## src/rtl/drac_pkg.sv

```systemverilog
// Shared execute-stage types: ALU opcodes, 64-bit bus, and the divider's
// state encoding plus its result-correction helper.
package drac_pkg;

  typedef logic [63:0] bus64_t;

  typedef enum logic [3:0] {
    ALU_ADD,
    ALU_SUB,
    ALU_AND,
    ALU_OR,
    ALU_XOR,
    ALU_SLL,
    ALU_SRL,
    ALU_SRA,
    ALU_SLT,
    ALU_SLTU,
    ALU_MUL,
    ALU_DIV,
    ALU_DIVU,
    ALU_REM,
    ALU_REMU
  } alu_op_t;

  typedef enum logic [1:0] {
    IDLE,
    DIVIDE,
    DONE
  } div_state_t;

  localparam int DIV_ITERATIONS = 64;

  function automatic logic is_div_op(alu_op_t op);
    return (op == ALU_DIV) || (op == ALU_DIVU) || (op == ALU_REM) || (op == ALU_REMU);
  endfunction

  function automatic logic is_signed_div_op(alu_op_t op);
    return (op == ALU_DIV) || (op == ALU_REM);
  endfunction

  function automatic logic is_rem_op(alu_op_t op);
    return (op == ALU_REM) || (op == ALU_REMU);
  endfunction

  // Apply the sign flags captured at accept and pick quotient or remainder.
  function automatic bus64_t div_result(alu_op_t op, bus64_t quo, bus64_t rem,
                                        logic neg_quo, logic neg_rem);
    bus64_t q;
    bus64_t r;
    q = neg_quo ? (~quo + 64'd1) : quo;
    r = neg_rem ? (~rem + 64'd1) : rem;
    return is_rem_op(op) ? r : q;
  endfunction

endpackage

```

## src/rtl/div_step.sv

```systemverilog
// One restoring-division step: shift in the next dividend bit, trial-subtract
// the divisor, keep the difference when it is non-negative.
module div_step #(
  parameter int WIDTH = 64
) (
  input  logic [WIDTH:0]   rem_i,
  input  logic             dividend_msb_i,
  input  logic [WIDTH-1:0] divisor_i,
  output logic [WIDTH:0]   rem_o,
  output logic             quo_bit_o
);

  logic [WIDTH+1:0] shifted;
  logic [WIDTH+1:0] diff;

  // One extra bit of headroom so the borrow is always visible in the top bit.
  always_comb begin
    shifted   = {rem_i, dividend_msb_i};
    diff      = shifted - {2'b00, divisor_i};
    quo_bit_o = ~diff[WIDTH+1];
    rem_o     = quo_bit_o ? diff[WIDTH:0] : shifted[WIDTH:0];
  end

endmodule

```

## src/rtl/div_unit.sv

```systemverilog
// Iterative radix-2 restoring divider for RV64M DIV/DIVU/REM/REMU; stalls the
// pipeline while iterating and returns a one-cycle result pulse.
module div_unit
  import drac_pkg::*;
#(
  parameter int WIDTH = 64
) (
  input  logic             clk_i,
  input  logic             rstn_i,
  input  logic             kill_i,
  input  logic             request_i,
  input  alu_op_t          alu_op_i,
  input  logic [WIDTH-1:0] data_rs1_i,
  input  logic [WIDTH-1:0] data_rs2_i,
  output logic [WIDTH-1:0] result_o,
  output logic             valid_o,
  output logic             stall_o,
  output div_state_t       dbg_state_o
);

  // Handshake: an operation is taken on a clock edge where the unit is IDLE,
  // request_i=1, kill_i=0 and alu_op_i is a divide op; stall_o then stays high
  // until the result cycle, in which valid_o=1 for exactly one cycle and
  // result_o carries the value. kill_i drops the operation with no valid_o.

  localparam logic [WIDTH-1:0] INT_MIN = {1'b1, {(WIDTH-1){1'b0}}};

  div_state_t       state_q, state_d;
  logic [6:0]       cnt_q, cnt_d;
  alu_op_t          op_q, op_d;
  logic             neg_quo_q, neg_quo_d;
  logic             neg_rem_q, neg_rem_d;
  logic [WIDTH-1:0] quo_q, quo_d;
  logic [WIDTH-1:0] dvs_q, dvs_d;
  logic [WIDTH:0]   rem_q, rem_d;
  logic [WIDTH-1:0] result_q, result_d;

  logic             accept;
  logic             sgn;
  logic [WIDTH-1:0] abs_a;
  logic [WIDTH-1:0] abs_b;
  logic [WIDTH:0]   step_rem;
  logic             step_bit;
  logic [WIDTH-1:0] step_quo;

  div_step #(.WIDTH(WIDTH)) u_div_step (
    .rem_i          (rem_q),
    .dividend_msb_i (quo_q[WIDTH-1]),
    .divisor_i      (dvs_q),
    .rem_o          (step_rem),
    .quo_bit_o      (step_bit)
  );

  // The dividend register shifts out its MSB each step and collects quotient bits.
  assign step_quo = {quo_q[WIDTH-2:0], step_bit};

  always_comb begin
    accept    = (state_q == IDLE) && request_i && !kill_i && is_div_op(alu_op_i);
    sgn       = is_signed_div_op(alu_op_i);
    abs_a     = (sgn && data_rs1_i[WIDTH-1]) ? (~data_rs1_i + 1'b1) : data_rs1_i;
    abs_b     = (sgn && data_rs2_i[WIDTH-1]) ? (~data_rs2_i + 1'b1) : data_rs2_i;

    state_d   = state_q;
    cnt_d     = cnt_q;
    op_d      = op_q;
    neg_quo_d = neg_quo_q;
    neg_rem_d = neg_rem_q;
    quo_d     = quo_q;
    dvs_d     = dvs_q;
    rem_d     = rem_q;
    result_d  = '0;
    valid_o   = 1'b0;
    stall_o   = 1'b0;

    case (state_q)
      IDLE: begin
        if (accept) begin
          stall_o   = 1'b1;
          op_d      = alu_op_i;
          neg_quo_d = sgn && (data_rs1_i[WIDTH-1] ^ data_rs2_i[WIDTH-1]);
          neg_rem_d = sgn && data_rs1_i[WIDTH-1];
          quo_d     = abs_a;
          dvs_d     = abs_b;
          rem_d     = '0;
          cnt_d     = 7'(DIV_ITERATIONS);
          if (data_rs2_i == '0) begin
            state_d  = DONE;
            result_d = is_rem_op(alu_op_i) ? data_rs1_i : '1;
          end else if (sgn && (data_rs1_i == INT_MIN) && (data_rs2_i == '1)) begin
            state_d  = DONE;
            result_d = is_rem_op(alu_op_i) ? '0 : data_rs1_i;
          end else begin
            state_d  = DIVIDE;
          end
        end
      end
      DIVIDE: begin
        stall_o = 1'b1;
        rem_d   = step_rem;
        quo_d   = step_quo;
        cnt_d   = cnt_q - 7'd1;
        if (cnt_q == 7'd1) begin
          state_d  = DONE;
          result_d = div_result(op_q, step_quo, step_rem[WIDTH-1:0], neg_quo_q, neg_rem_q);
        end
      end
      DONE: begin
        valid_o = 1'b1;
        state_d = IDLE;
      end
      default: begin
        state_d = IDLE;
      end
    endcase

    // Flush wins over everything, including the result cycle.
    if (kill_i) begin
      state_d  = IDLE;
      valid_o  = 1'b0;
      result_d = '0;
    end
  end

  always_ff @(posedge clk_i or negedge rstn_i) begin
    if (!rstn_i) begin
      state_q   <= IDLE;
      cnt_q     <= '0;
      op_q      <= ALU_ADD;
      neg_quo_q <= 1'b0;
      neg_rem_q <= 1'b0;
      quo_q     <= '0;
      dvs_q     <= '0;
      rem_q     <= '0;
      result_q  <= '0;
    end else begin
      state_q   <= state_d;
      cnt_q     <= cnt_d;
      op_q      <= op_d;
      neg_quo_q <= neg_quo_d;
      neg_rem_q <= neg_rem_d;
      quo_q     <= quo_d;
      dvs_q     <= dvs_d;
      rem_q     <= rem_d;
      result_q  <= result_d;
    end
  end

  assign result_o    = result_q;
  assign dbg_state_o = state_q;

endmodule

```

## config.mk

```make
export PLATFORM = sky130hd
export DESIGN_NAME = div_unit
export DESIGN_NICKNAME = d
export VERILOG_FILES = /design/src/rtl/drac_pkg.sv /design/src/rtl/div_step.sv /design/src/rtl/div_unit.sv
export SDC_FILE = /design/constraint.sdc
export NUM_CORES = 1
export LEC_CHECK = 0
export CORE_AREA = 3 3 272 274
export CTS_CLUSTER_DIAMETER = 200
export DETAILED_ROUTE_END_ITERATION = 8
export DIE_AREA = 0 0 275 277
export GPL_TIMING_DRIVEN = 1
export PLACE_DENSITY = 0.52
export SKIP_LAST_GASP = 1
export SYNTH_ARGS = -nofsm -noshare
export SYNTH_HDL_FRONTEND = slang
export SYNTH_SLANG_ARGS = --single-unit
```

## constraint.sdc

```tcl
create_clock -name clk_i -period 7.3 [get_ports clk_i]
set_clock_uncertainty 0.15 [all_clocks]
set_input_delay 1.46 -clock clk_i [delete_from_list [all_inputs] [get_ports clk_i]]
set_output_delay 1.46 -clock clk_i [all_outputs]
set_load 0.005 [all_outputs]
```

==> reports/qor.csv <==
stage;metric;value;unit
cts;cts_resized;0;
sta;tightest_slew;1.193;ns
drt;drtPass1Iterations;6;
cells_and_area;nets;3317;
logic_synthesis;synth_area_leaders;dfrtp_1, o21ai_0, nand2_1;
logic_synthesis;synth_seq_cells;272;
power_and_ir_drop;p_clk_frac;0.149;
sta;holdWs;0.3214;ns
floorplanning;design.core.area;71610;um2
cells_and_area;antenna_cells;0;
drt;detail-route-antenna-nets;0;
placed_design;dp.cells;4021;
placed_design;numPortBuffers;203;
power_and_ir_drop;switchingPower;0.006238;W
critical_path;crit_fanout;6;
grt;grt_usage;0.2311;
cts;ctsLongestPathBuffers;3;
critical_path;crit_path_end_kind;flip-flop;
cells_and_area;n_fill_cell;7469;
critical_path;startpoint_type;input port;
power_and_ir_drop;seq_power_share;0.207;
cts;cts_root_buf;clkbuf_16;
cts;cts_sinks;272;
cts;hold_buffers;0;
power_and_ir_drop;pwr-share-comb;0.644;
floorplanning;dieArea;76180;um2
drt;vias;23620;
logic_synthesis;yosys_warnings;0;
cells_and_area;regArea;6809;um2
drt;routedWlPerCell;22.12;um
logic_synthesis;synth_area;22950;um2
cells_and_area;drive_gt1_frac;0.03922;
logic_synthesis;synthFlopType;dfrtp_1;
run_status;status;finished, final reports clean;
floorplanning;num_io_pins;204;
grt;grt_pass1_vias;23240;
sta;slew_headroom;0.2027;
drt;avgViaCountPerCell;5.781;
critical_path;critical_path_class;in -> reg;
logic_synthesis;seq_area_frac_synth;0.2966;
floorplanning;die_h;277;um
sta;tns;0;ns
logic_synthesis;async_flop_share;1.000;
placed_design;dpl_cell_area;25890;um2
cells_and_area;syn_to_final_growth;17.75;%
sta;rsz0062_at_grt;no;
power_and_ir_drop;p_leak;10.61;nW
power_and_ir_drop;powerDensity;433.6;nW/um2
logic_synthesis;synth_edf_count;0;
grt;antenna_found_initial;0;
sta;finalCritPeriodShare;0.8593;
sta;finalHoldViolations;0;
run;maxCapViolCount;0;
critical_path;critical_path_arrival;6.61;ns
placed_design;post-dp-hpwl;69490;um
power_and_ir_drop;vdd_drop_max;0.3535;mV
cts;cts_tree;built;
cts;clk_latency;0.56;ns
floorplanning;dieWidth;275;um
logic_synthesis;yosys.area.top_type;dfrtp_1;
power_and_ir_drop;p_int;0.005480;W
sta;fmax;0.1594;GHz
grt;gr-total-overflow;0;
logic_synthesis;synthCells;3006;
logic_synthesis;avgSynthCellArea;7.635;um2
cts;postCtsSetupRepairBufs;0;
logic_synthesis;syn_nets;3214;
critical_path;critical_path_required;7.63;ns
logic_synthesis;ys_types;86;
cells_and_area;final_cells;4086;
cells_and_area;utilization;0.3774;
floorplanning;start_util;0.3205;
drt;wl;90390;um
cells_and_area;fin_area;27020;um2
placed_design;place_congestion;0.9063;
cts;cts.htree.levels;2;
floorplanning;core.rowCount;98;
sta;maxSlewViolCount;0;
sta;finalSetupViolations;0;
power_and_ir_drop;power.share.switching;0.5324;
drt;drt_iter0_markers;1767;
cts;cts_buffers;36;
sta;fin_crit;6.273;ns
grt;grt_pass1_wl;138200;um
min_path;min_path_type;reg -> reg;
cells_and_area;multi_input_area;15160;um2
grt;grt_max_degree;138;
logic_synthesis;synth_top_area_frac;0.2966;
cts;clk_pin_slew;0.06;ns
drt;drc;0;
## cells by family (layout without fill, tap and decap cells)
| family | Yosys count | after routing | synth area share |
|---|---|---|---|
| and+or+nand+nor | 1011 | 1011 | 0.2112 |
| xor gates and xnor gates | 275 | 275 | 0.1049 |
| muxes | 38 | 38 | 0.01668 |
| buffers and inverters | 274 | 404 | 0.04558 |
| AOI/OAI and AO/OA | 1064 | 1064 | 0.2855 |
| adders and majority gates | 72 | 72 | 0.03958 |
| DFF | 272 | 272 | 0.2966 |
## layout make-up
class / instances / share of cell area
repair buffers: 238 / 0.08742
multi-input cells: 2460 / 0.5608
well taps: 950 / 0.04399
clock inverters: 13 / 0.004352
flip-flops and latches: 272 / 0.2520
inverters: 101 / 0.01403
clock buffers: 52 / 0.03741
## cells in the mapped netlist (all sizes together) (13+ instances only)
cell	count
ha	71
a21o	36
nand3	55
a211oi	19
nor2	219
o21a	22
inv	101
o21ai	431
o2111ai	15
nand2	357
clkbuf	144
and2	14
nand4	49
nor3	92
buf	29
and3	25
or2	13
mux2i	36
xor2	140
or4	34
a31oi	33
nand2b	23
xnor2	135
a21oi	216
dfrtp	272
nor4	42
o211ai	36
o31ai	62
o41ai	25
or3	40
a22oi	65
## placed cells by master (no fill, tap or decap), types with 33 or more instances in the layout
cell type	count
or3_1	40
o21ai_1	68
xor2_1	140
nand2_1	356
o31ai_1	62
dfrtp_1	270
nor2_1	216
nor3_1	92
a22oi_1	65
nand3_1	54
inv_1	100
a31oi_1	33
nor4_1	41
a21o_1	35
a21oi_1	215
nand4_1	49
o21ai_0	362
clkdlybuf4s50_1	202
clkbuf_16	36
o211ai_1	35
xnor2_1	135
ha_1	71
mux2i_1	36
## flip-flops by register name, indices dropped and copies added (netlist names)
signal and cells:
neg_quo_q 1, dbg_state_o 2, neg_rem_q 1, cnt_q 7, op_q 4, result_o 64, quo_q 64, rem_q 65
dvs_q 64
## path summary, 6_finish.rpt
| check | cells after the start | slack [ns] | start | endpoint |
|---|---|---|---|---|
| max reg2reg | 19 | 1.11 | rem_q[23]$_DFFE_PN0P_ | result_o[44]$_DFF_PN0_ |
| max | 13 | 1.03 | data_rs1_i[20] | result_o[56]$_DFF_PN0_ |
| min in group asynchronous | 1 | 0.70 | rstn_i | result_o[7]$_DFF_PN0_ |
| max in group asynchronous | 2 | 4.85 | rstn_i | rem_q[52]$_DFFE_PN0P_ |
| min | 1 | 0.32 | cnt_q[6]$_DFFE_PN0P_ | cnt_q[6]$_DFFE_PN0P_ |
| min reg2reg | 1 | 0.32 | cnt_q[6]$_DFFE_PN0P_ | cnt_q[6]$_DFFE_PN0P_ |
## routing by layer
layer,wire (um),global-route usage
met5,0,0
met4,3749,0.08964
met3,4428,0.02539
met2,45230,0.4076
met1,36990,0.2867
## through the flow
step                      total power, W  setup WS (ns)
after CTS                        0.01173         0.9725
after detailed placement        0.009917         0.3855
final                            0.01172          1.027
after global placement          0.009844         0.4083
after global routing             0.01264         0.7671
after floorplan                 0.007536         0.8861
## power by group through the flow
stage / clock, W / combinational [W] / sequential, W
after floorplan: 0 / 0.00532 / 0.00222
after global placement: 0 / 0.00742 / 0.00242
after detailed placement: 0 / 0.00748 / 0.00244
after CTS: 0.00179 / 0.00752 / 0.00242
after global routing: 0.00185 / 0.00832 / 0.00247
final: 0.00174 / 0.00755 / 0.00243
## critical path, stage by stage
cell             delay [ns]
clkdlybuf4s50_1        0.47
or4_1                  0.60
or3_1                  0.39
or4_1                  0.48
or3_1                  0.42
nor2_1                 0.34
nand3_1                0.31
nor4_1                 1.04
a41oi_1                0.29
nor2_1                 0.42
o21a_1                 0.21
a21oi_1                0.05
nand2_1                0.12
No activity file was read; power rests on OpenSTA's default activity.
